## src/rtl/gate_truth_table_prober_if.sv

```systemverilog
// Handshake and gate-under-test pins of the truth-table prober.
// The slave modport is the prober side; the master modport is the requester plus gate.
interface gate_truth_table_prober_if;
    logic       start;
    logic       i1;
    logic       i2;
    logic       gate_o;
    logic       busy;
    logic       done;
    logic [3:0] truth_table;
    logic [3:0] gate_id;

    modport slave (
        input  start, gate_o,
        output i1, i2, busy, done, truth_table, gate_id
    );

    modport master (
        output start, gate_o,
        input  i1, i2, busy, done, truth_table, gate_id
    );
endinterface

```

## src/rtl/gate_truth_table_prober.sv

```systemverilog
// Walks {i1,i2} through 00..11 into an external 2-input gate, samples its output
// after a settle time per vector, and classifies the resulting 4-bit truth table.
module gate_truth_table_prober #(
    parameter int SETTLE_CYCLES = 2,
    parameter int CNT_W         = 4
) (
    input logic                        clk,
    input logic                        rst,
    gate_truth_table_prober_if.slave   bus
);
    localparam logic [0:0] IDLE   = 1'b0;
    localparam logic [0:0] SETTLE = 1'b1;
    localparam logic [CNT_W-1:0] CNT_LAST = CNT_W'(SETTLE_CYCLES - 1);

    logic [0:0]       state;
    logic [1:0]       vec;
    logic [CNT_W-1:0] cnt;
    logic [2:0]       shadow;
    logic [1:0]       drv;
    logic             busy_r;
    logic             done_r;
    logic [3:0]       tt_r;
    logic [3:0]       id_r;
    logic [3:0]       tt_next;

    // Table bit k is the gate output for {I1,I2}=k.
    function automatic logic [3:0] classify(input logic [3:0] tt);
        case (tt)
            4'b1000: classify = 4'h0;
            4'b1110: classify = 4'h1;
            4'b0011: classify = 4'h2;
            4'b0111: classify = 4'h3;
            4'b0001: classify = 4'h4;
            4'b0110: classify = 4'h5;
            4'b1001: classify = 4'h6;
            4'b1100: classify = 4'h7;
            default: classify = 4'hF;
        endcase
    endfunction

    assign tt_next = {bus.gate_o, shadow};

    always_ff @(posedge clk or posedge rst) begin
        if (rst) begin
            state  <= IDLE;
            vec    <= 2'd0;
            cnt    <= '0;
            shadow <= 3'b000;
            drv    <= 2'b00;
            busy_r <= 1'b0;
            done_r <= 1'b0;
            tt_r   <= 4'h0;
            id_r   <= 4'hF;
        end else begin
            done_r <= 1'b0;
            case (state)
                IDLE: begin
                    if (bus.start) begin
                        state  <= SETTLE;
                        vec    <= 2'd0;
                        cnt    <= '0;
                        drv    <= 2'b00;
                        busy_r <= 1'b1;
                    end
                end
                SETTLE: begin
                    if (cnt == CNT_LAST) begin
                        cnt <= '0;
                        if (vec != 2'd3) begin
                            shadow[vec] <= bus.gate_o;
                            vec         <= vec + 2'd1;
                            drv         <= vec + 2'd1;
                        end else begin
                            // Last vector: gate_o goes straight into the result.
                            tt_r   <= tt_next;
                            id_r   <= classify(tt_next);
                            done_r <= 1'b1;
                            busy_r <= 1'b0;
                            drv    <= 2'b00;
                            state  <= IDLE;
                        end
                    end else begin
                        cnt <= cnt + 1'b1;
                    end
                end
                default: state <= IDLE;
            endcase
        end
    end

    assign bus.i1          = drv[1];
    assign bus.i2          = drv[0];
    assign bus.busy        = busy_r;
    assign bus.done        = done_r;
    assign bus.truth_table = tt_r;
    assign bus.gate_id     = id_r;
endmodule

```

## src/flat_wrapper.sv

```systemverilog
// flat-port wrapper written by rule: the top's interface ports become plain ports
module gate_truth_table_prober_flat 
#(
    parameter int SETTLE_CYCLES = 2,
    parameter int CNT_W         = 4
)
  (clk, rst, bus_start, bus_gate_o, bus_i1, bus_i2, bus_busy, bus_done, bus_truth_table, bus_gate_id);
  gate_truth_table_prober_if bus_i ();
  input logic clk;
  input logic rst;
  input wire logic [$bits(bus_i.start)-1:0] bus_start;
  input wire logic [$bits(bus_i.gate_o)-1:0] bus_gate_o;
  output wire logic [$bits(bus_i.i1)-1:0] bus_i1;
  output wire logic [$bits(bus_i.i2)-1:0] bus_i2;
  output wire logic [$bits(bus_i.busy)-1:0] bus_busy;
  output wire logic [$bits(bus_i.done)-1:0] bus_done;
  output wire logic [$bits(bus_i.truth_table)-1:0] bus_truth_table;
  output wire logic [$bits(bus_i.gate_id)-1:0] bus_gate_id;
  assign bus_i.start = bus_start;
  assign bus_i.gate_o = bus_gate_o;
  assign bus_i1 = bus_i.i1;
  assign bus_i2 = bus_i.i2;
  assign bus_busy = bus_i.busy;
  assign bus_done = bus_i.done;
  assign bus_truth_table = bus_i.truth_table;
  assign bus_gate_id = bus_i.gate_id;
  gate_truth_table_prober #(.SETTLE_CYCLES(SETTLE_CYCLES), .CNT_W(CNT_W)) u_core (.clk(clk), .rst(rst), .bus(bus_i));
endmodule
```

## config.mk

```make
export PLATFORM = sky130hd
export DESIGN_NAME = gate_truth_table_prober_flat
export DESIGN_NICKNAME = d
export VERILOG_FILES = /design/src/rtl/gate_truth_table_prober_if.sv /design/src/rtl/gate_truth_table_prober.sv /design/src/flat_wrapper.sv
export SDC_FILE = /design/constraint.sdc
export NUM_CORES = 1
export LEC_CHECK = 0
export CELL_PAD_IN_SITES_DETAIL_PLACEMENT = 1
export CELL_PAD_IN_SITES_GLOBAL_PLACEMENT = 1
export CORE_UTILIZATION = 34
export CTS_CLUSTER_DIAMETER = 30
export DETAILED_ROUTE_END_ITERATION = 10
export MAX_ROUTING_LAYER = met4
export PLACE_DENSITY = 0.76
export REMOVE_ABC_BUFFERS = 1
export SYNTH_ARGS = -nofsm -noshare
export SYNTH_HDL_FRONTEND = slang
export SYNTH_SLANG_ARGS = --single-unit
```

## constraint.sdc

```tcl
create_clock -name clk -period 1.9 [get_ports clk]
set_input_delay 0.19 -clock clk [delete_from_list [all_inputs] [get_ports clk]]
set_output_delay 0.19 -clock clk [all_outputs]
set_load 0.01 [all_outputs]
```

# --- Yosys cells after proc, flatten, opt, wreduce, memory -nomap -nowiden ---
# Memory sizes are Yosys's and may differ from the RTL's. A register that Yosys moved wholly into a read port is not among the register bits.
# Cells that the tools add are included.
op_classes:
  n_addsub: 2
  n_lt_le_gt_ge: 2
  eq_ne: 6
  mux: 24
  n_bitwise: 2
  reduce_logical: 6
op_table:
  columns: ["operator", "count"]
  rows:
  - ["3-bit AND reduction", 4]
  - ["1-bit two-way mux", 10]
  - ["2-bit two-way mux", 5]
  - ["2-bit inequality test (second input constant)", 5]
  - ["4-bit two-way mux", 2]
  - ["2-bit case mux with 2 select lines", 2]
  - ["4-bit case mux with 2 select lines", 1]
  - ["4-bit by 1-bit adder with 4-bit output (second input constant)", 1]
  - ["4-bit by 1-bit == test with 1-bit output (second input constant)", 1]
  - ["1-bit case mux with 2 select lines", 2]
  - ["3-bit bitwise mux", 1]
  - ["2-bit by 3-bit < comparator with 1-bit output (second input constant)", 1]
  - ["2-bit by 1-bit adder with 2-bit output (second input constant)", 1]
  - ["1-bit demux with 2-bit select", 1]
  - ["2-bit by 1-bit greater-or-equal comparator with 1-bit output (second input constant)", 1]
  - ["1-bit inverter", 2]
  - ["2-bit AND reduction", 1]
  - ["1-bit logical AND", 1]
word_totals:
  regBits: 18
  mem_bits_ro: 64
  in_bits: 4
  word_cells: 51
  mem_count: 1
mem_list:
  columns: ["memory", "depth", "word_bits", "read_ports", "rd_clocked_by_memory_dff", "write_ports", "line", "text"]
  rows:
  - ["(name not given)", 16, 4, 1, 1, 0, "gate_truth_table_prober.sv:28", "case (tt)"]

# --- Depth between registers and ports, before layout ---
# Gate-level depths: netlist of run 1.
depth:
  depth_word: 5
  ltp_mapped: 6
  ltp_nobuf: 5

# --- Worst setup path after synthesis of run 1 ---
# Ideal clock, no wire load.
synth_timing:
  path_kind: "register to register"
  startpoint: "reg u_core.cnt[1]"
  endpoint: "reg u_core.tt_r[0], in the netlist u_core.bus.truth_table[0]"
  arrival_ns: 1.573
  required_time_ns: 1.775
  slack_ns: 0.202
  path_stages_with_launch: 7
  n_path_buf: 1
  period_less_slack_ns: 1.698
  cell_sequence: "dfrtp_1 -> inv_1 -> ha_1 -> or3b_1 -> buf_6 -> nor2_8 -> mux2_2"
synth_between:
  elab_chain_cells: 2
synth_lines:
  columns: ["element", "line", "text"]
  rows:
  - ["start, declared", "gate_truth_table_prober.sv:17", "logic [CNT_W-1:0] cnt;"]
  - ["start signal, assigned", "gate_truth_table_prober.sv:83", "cnt <= cnt + 1'b1;"]
  - ["4-bit by 1-bit == test with 1-bit output", "gate_truth_table_prober.sv:67", "if (cnt == CNT_LAST) begin"]
  - ["3-bit AND reduction (no line)", null, null]
  - ["end signal, assigned", "gate_truth_table_prober.sv:75", "tt_r <= tt_next;"]
  - ["end, declared", "gate_truth_table_prober.sv:22", "logic [3:0] tt_r;"]
# Every way passes these cells.
# A chain may end at the register's enable or synchronous reset.

# --- Worst setup path after layout of run 1 ---
layout_timing:
  startpoint: "reg u_core.cnt[1]"
  endpoint: "reg u_core.drv[1]"
layout_between:
  elab_chain_cells: 3
layout_lines:
  columns: ["element", "line", "text"]
  rows:
  - ["4-bit by 1-bit == test with 1-bit output", "gate_truth_table_prober.sv:67", null]
  - ["2-bit inequality test (no line)", null, null]
  - ["2-bit AND reduction (no line)", null, null]
  - ["end signal, assigned", "gate_truth_table_prober.sv:72", "drv <= vec + 2'd1;"]
  - ["end, declared", "gate_truth_table_prober.sv:19", "logic [1:0] drv;"]
# Every way passes these cells.

==> out/results.ini, run 1 <==
[outcome]
outcome = finished, final reports clean

[global_routing]
grt_antenna_before_repair = 0
overflow = 0
grt_max_degree = 23
grt_pass1_wl_mm = 3.97
grt_pass1_vias = 840
grt_usage_pct = 15.3

[clocking]
tritoncts = done
cts-htree-levels = 1
cts_root_buf = clkbuf_4
clockBufferDepth = 2
hold_buffers = 0
cts_resized = 0
post_cts_buffers = 0
clk_pin_slew_worst_paths_ps = 130
cts_num_sinks = 22
cts_inserted_buffers = 3
insertion_delay_ps = 310

[worst_setup_path]
cp_num_cells = 6
endpoint_kind = flip-flop
rr_worst_depth = 6
crit_buf_inv = 2
cp_slowest_cell = or3b_4
path_cells = inv_1 -> ha_1 -> or3b_4 -> buf_4 -> a21o_2 -> a22o_1
max_stage_delay_ps = 430
path_class = flip-flop to flip-flop
cp_data_arrival_time_ps = 1990
crit_fanout = 7
crit_family = simple AND/OR/NAND/NOR gates
worst_setup_path_start_kind = flip-flop
required_ps = 2120

[sta]
final-setup-viol-count = 0
worst_slew_pin_slew_ps = 450
relSlewSlack_pct = 69.9
fin_crit_sh_pct = 93.3
fmax_mhz = 564
rsz0062_at_grt = no
fin_skew_ps = 2.05
finalHoldViolations = 0
drv_slew = 0
worst_hold_slack_ps = 196
fin_tns_setup_ps = 0
fin_crit_ps = 1770

[final_layout]
nets = 130
syn_to_final_growth_pct = 19.1
drive_above_1_share_pct = 22.0
design_area_mm2 = 0.00139
antenna_cells = 0
fillerInstances = 377

[route]
drt_iter0_drc = 31
drt-total-wl_mm = 2.30
wl_per_cell_um = 14.2
drc = 0
vias = 801
viasPerCell = 4.94
ant_nets = 0
drt_pass1_iterations = 4

[synth]
synthTopCellsByCount = dfrtp_1, mux2_2, nand2_1
ys_ff_latch = 22
synth_mux_area_share_pct = 13.2
synth-compound-area-share_pct = 9.65
avgSynthCellArea_um2 = 11.4
synthXorXnorAreaFrac_pct = 3.00
synth-edff-count = 0
syn_inst = 102
ys_types = 30
synth_adder_area_share_pct = 7.50
syn-cell-area_mm2 = 0.00117
synthFlopType = dfrtp_1
synth.most_common_cell = dfrtp_1
synth.top_cell.area_share_pct = 38.6
synth-simple-area-share_pct = 13.7
synth.largest_area_cell = dfrtp_1
ys_seq_area_share_pct = 47.6
synthArstFlopShare_pct = 100
synth_top_family_by_area = simple AND/OR/NAND/NOR gates
synth_warnings = 0
synth_area_leaders = dfrtp_1, mux2_2, dfstp_2

[pwr]
power_leakage_nw = 0.619
cellPowerDensity_mw_per_mm2 = 1620
p_total_w = 0.00226
vdd_drop_max_mv = 0.482

[placement]
portBuffers = 15
place_hpwl_mm = 1.67
dpl_cell_area_mm2 = 0.00135
place_congestion = 0.749

[die]
rows = 20
die_h_um = 60.6
ios = 16
start_util_pct = 37.0
die-area_mm2 = 0.00367
die_w_um = 60.6
core-area_mm2 = 0.00315

[run]
max_cap_violations = 0

[hold_path]
worstHoldPathType = primary input to async pin

sequential cells by signal (all words and copies together), names as in the netlist:
name                    count
u_core.bus.busy             1
u_core.bus.done             1
u_core.bus.gate_id          4
u_core.bus.truth_table      4
u_core.cnt                  4
u_core.drv                  2
u_core.shadow               3
u_core.state                1
u_core.vec                  2
worst register-to-register path: cells and delay by family (launching register included):
kind                     cells  cell delay [ps]
AND/OR/NAND/NOR              1              430
flip-flops                   1              420
AO/OA/AOI/OAI                2              380
buffers and inverters        2              270
adder cells (fa/ha/maj)      1              180
power by group:
group	internal (W)	leakage, nW	switching, W
combinational	0.000599	0.337	0.000436
sequential	0.000715	0.261	0.000241
clock	0.000117	0.0210	0.000148
stage by stage:
stage          instances  util, %  worst slack [ps]
5_1_grt              162     44.1              37.3
6_report             162     44.1               128
3_3_place_gp         158     42.9               159
4_1_cts              162     44.0              54.2
3_5_place_dp         158     42.9              87.7
2_1_floorplan         96        -               137
cells by family (layout without fill, tap and decap cells):
family / Yosys count / after routing
simple gates: 27 / 27
flops: 22 / 22
compound gates: 17 / 17
mux: 14 / 14
buf+inv: 11 / 27
fa+ha+maj: 7 / 7
xor+xnor: 4 / 4
path summary, 6_finish.rpt:
check / start / end / slack [ps]
worst max-delay path: u_core.cnt[1] / u_core.drv[1] / 130
worst min-delay path: rst / u_core.drv[1] / 200
worst max register to register: u_core.cnt[1] / u_core.drv[1] / 130
worst min register to register: u_core.bus.gate_id[2] / u_core.bus.gate_id[2] / 510
max in group asynchronous: rst / u_core.bus.gate_id[0] / 1430
min in group clk: u_core.bus.gate_id[2] / u_core.bus.gate_id[2] / 510
cell type report:
| class | count | area (um2) | area share [%] |
|---|---|---|---|
| Multi-Input combinational cell | 69 | 552 | 39.7 |
| Tap cell | 44 | 55.1 | 3.96 |
| Clock buffer | 4 | 36.3 | 2.61 |
| Sequential cell | 22 | 556 | 40.0 |
| Timing Repair Buffer | 18 | 173 | 12.4 |
| Inverter | 5 | 18.8 | 1.35 |
cells in the final DEF, fill, tap and decap left out:
master           count
a211o_1              1
nor4b_1              1
inv_1                5
mux2_2              11
a22o_1               1
nand2_1              9
xnor2_1              1
or3b_4               1
nand2b_1             1
and4bb_2             1
dfrtp_1             18
nor2b_1              1
clkbuf_4             3
ha_1                 7
clkbuf_8             1
nor2_8               1
buf_4                3
o22ai_1              3
xor2_1               3
nor2_1               5
o311ai_0             1
nand3b_1             4
clkdlybuf4s50_1     15
dfstp_2              4
a2bb2oi_1            1
a21oi_1              2
nand3_1              3
o21ai_0              5
o31ai_1              2
mux2i_1              3
a21o_2               1
routing by layer:
| metal | wire length (um) | GRT usage, % |
|---|---|---|
| met1 | 1130 | 19.3 |
| met2 | 1090 | 24.0 |
| met3 | 33 | 1.92 |
| met4 | 45 | 7.79 |
| met5 | 0 | - |
Note: power is estimated with default switching activity, not from simulation.
==> inputs of run 2 (changes only) <==
--- a/config.mk
+++ b/config.mk
@@ -7,8 +7,10 @@
 export LEC_CHECK = 0
 export CELL_PAD_IN_SITES_DETAIL_PLACEMENT = 1
 export CELL_PAD_IN_SITES_GLOBAL_PLACEMENT = 1
+export CORE_ASPECT_RATIO = 0.9
 export CORE_UTILIZATION = 34
 export CTS_CLUSTER_DIAMETER = 30
+export CTS_CLUSTER_SIZE = 24
 export DETAILED_ROUTE_END_ITERATION = 10
 export MAX_ROUTING_LAYER = met4
 export PLACE_DENSITY = 0.76
==> out/results.ini, run 2 (same netlist as run 1, synthesis figures left out) <==
[outcome]
outcome = finished, final reports clean  ; unchanged

[global_routing]
overflow = 0  ; unchanged
grt_pass1_wl_mm = 3.87  ; was 3.97 mm
grt_usage_pct = 14.5  ; was 15.3%
grt_max_degree = 23  ; unchanged
grt_antenna_before_repair = 0  ; unchanged
grt_pass1_vias = 799  ; was 840

[clocking]
post_cts_buffers = 0  ; unchanged
tritoncts = done  ; unchanged
cts-htree-levels = 1  ; unchanged
hold_buffers = 0  ; unchanged
cts_num_sinks = 22  ; unchanged
cts_root_buf = clkbuf_8  ; was clkbuf_4
insertion_delay_ps = 270  ; was 310 ps
cts_inserted_buffers = 3  ; unchanged
clk_pin_slew_worst_paths_ps = 80  ; was 130 ps
clockBufferDepth = 2  ; unchanged
cts_resized = 0  ; unchanged

[route]
drt_pass1_iterations = 4  ; unchanged
drt-total-wl_mm = 2.26  ; was 2.30 mm
viasPerCell = 4.90  ; was 4.94
vias = 784  ; was 801
drc = 0  ; unchanged
wl_per_cell_um = 14.1  ; was 14.2 um
ant_nets = 0  ; unchanged
drt_iter0_drc = 23  ; was 31

[sta]
fin_crit_ps = 1770  ; about the same
fin_tns_setup_ps = 0  ; unchanged
fin_ws_ps = 130  ; was 128 ps
finalHoldViolations = 0  ; unchanged
fin_crit_sh_pct = 93.2  ; was 93.3%
rsz0062_at_grt = no  ; unchanged
relSlewSlack_pct = 70.5  ; was 69.9%
drv_slew = 0  ; unchanged
worst_slew_pin_slew_ps = 441  ; was 450 ps
fmax_mhz = 565  ; was 564 MHz
fin_skew_ps = 2.34  ; was 2.05 ps
final-setup-viol-count = 0  ; unchanged

[placement]
portBuffers = 15  ; unchanged
place_congestion = 0.734  ; was 0.749
placed_cells = 156  ; was 158
dpl_cell_area_mm2 = 0.00135  ; about the same
place_hpwl_mm = 1.60  ; was 1.67 mm
post-place-ws_ps = 34.9  ; was 87.7 ps

[worst_setup_path]
crit_fanout = 9  ; was 7
rr_worst_depth = 5  ; was 6
regToRegSetupSlack_ps = 130  ; about the same
path_class = flip-flop to flip-flop  ; unchanged
worst_setup_path_start_kind = flip-flop  ; unchanged
cp_slowest_cell = or3b_4  ; unchanged
reg2reg_to = u_core.bus.truth_table[0]  ; was u_core.drv[1]
endpoint_kind = flip-flop  ; unchanged
max_stage_delay_ps = 450  ; was 430 ps
required_ps = 2060  ; was 2120 ps
r2r_start = u_core.cnt[1]  ; unchanged
cp_data_arrival_time_ps = 1930  ; was 1990 ps
path_cells = inv_1 -> ha_1 -> or3b_4 -> nor2_8 -> mux2_2  ; was inv_1 -> ha_1 -> or3b_4 -> buf_4 -> a21o_2 -> a22o_1

[run]
max_cap_violations = 0  ; unchanged

[final_layout]
syn_to_final_growth_pct = 21.9  ; was 19.1%
utilization_pct = 45.0  ; was 44.1%
final_cells = 160  ; was 162
design_area_mm2 = 0.00142  ; was 0.00139 mm2
layout_common_cells = dfrtp_1, clkdlybuf4s50_1, mux2_2, nand2_1, ha_1  ; unchanged
antenna_cells = 0  ; unchanged
drive_above_1_share_pct = 22.0  ; unchanged
layout_commonest_cell = dfrtp_1  ; unchanged
nets = 130  ; unchanged

[hold_path]
worstHoldPathType = primary input to async pin  ; unchanged

[die]
die_h_um = 57.6  ; was 60.6 um
rows = 19  ; was 20
die-area_mm2 = 0.00367  ; about the same
core-area_mm2 = 0.00316  ; was 0.00315 mm2
ios = 16  ; unchanged
start_util_pct = 36.9  ; was 37.0%
die_w_um = 63.8  ; was 60.6 um

[pwr]
power_leakage_nw = 0.633  ; was 0.619 nW
cellPowerDensity_mw_per_mm2 = 1710  ; was 1620 mW/mm2
vdd_drop_max_mv = 0.588  ; was 0.482 mV

## run 2: cell types whose count changed in the layout (fill, tap and decap cells not counted), sizes merged
cell | before | now
bufinv | 0 | 1
clkbuf | 4 | 3
## run 2: how the worst max path moves through the flow
| stage | startpoint | end | slack, ps | cells past startpoint |
|---|---|---|---|---|
| 4_1_cts | u_core.cnt[1] | u_core.bus.truth_table[0] | 20 | 5 |
| 3_5_place_dp | u_core.cnt[1] | u_core.bus.truth_table[3] | 30 | 5 |
| 2_1_floorplan | u_core.cnt[1] | u_core.bus.truth_table[3] | 140 | 5 |
| 3_3_place_gp | u_core.cnt[1] | u_core.bus.truth_table[1] | 110 | 5 |
| 5_1_grt | u_core.cnt[1] | u_core.bus.truth_table[3] | 50 | 5 |
| 6_report | u_core.cnt[1] | u_core.bus.truth_table[0] | 130 | 5 |
## run 2: critical path: cells and delay by family, from the launching register on
kind / cells / cell delay (ps)
multiplexers: 1 / 350
AND/OR/NAND/NOR: 2 / 650
buffers and inverters: 1 / 90
flip-flops: 1 / 400
adder cells (fa/ha/maj): 1 / 170
## run 2: cell type report
type                       count  area (um2)
fill                         338        1740
timing repair buffer          18         173
clock buffer                   3        41.3
clock inverter                 1        30.0
sequential                    22         556
tap                           42        52.6
multi-input combinational     69         552
inverter                       5        18.8
## run 2: power breakdown
| group | internal, W | switching [W] |
|---|---|---|
| Combinational | 0.000597 | 0.000432 |
| Sequential | 0.000716 | 0.000240 |
| Clock | 0.000282 | 0.000160 |
| Total | 0.00160 | 0.000832 |
## run 2: metal layers
layer | GRT usage [%] | up-vias | share of wire, %
met5 | - | - | 0
met4 | 7.79 | 0 | 2.4
met3 | 2.60 | 5 | 2.6
met2 | 22.5 | 11 | 46
met1 | 17.9 | 380 | 49
li1 | - | 388 | -
## run 2: stage by stage
stage	hold slack [ps]	total power (W)
after floorplan	176	0.00155
after global placement	488	0.00194
after detailed placement	499	0.00199
after CTS	262	0.00246
after global routing	282	0.00260
final	251	0.00243
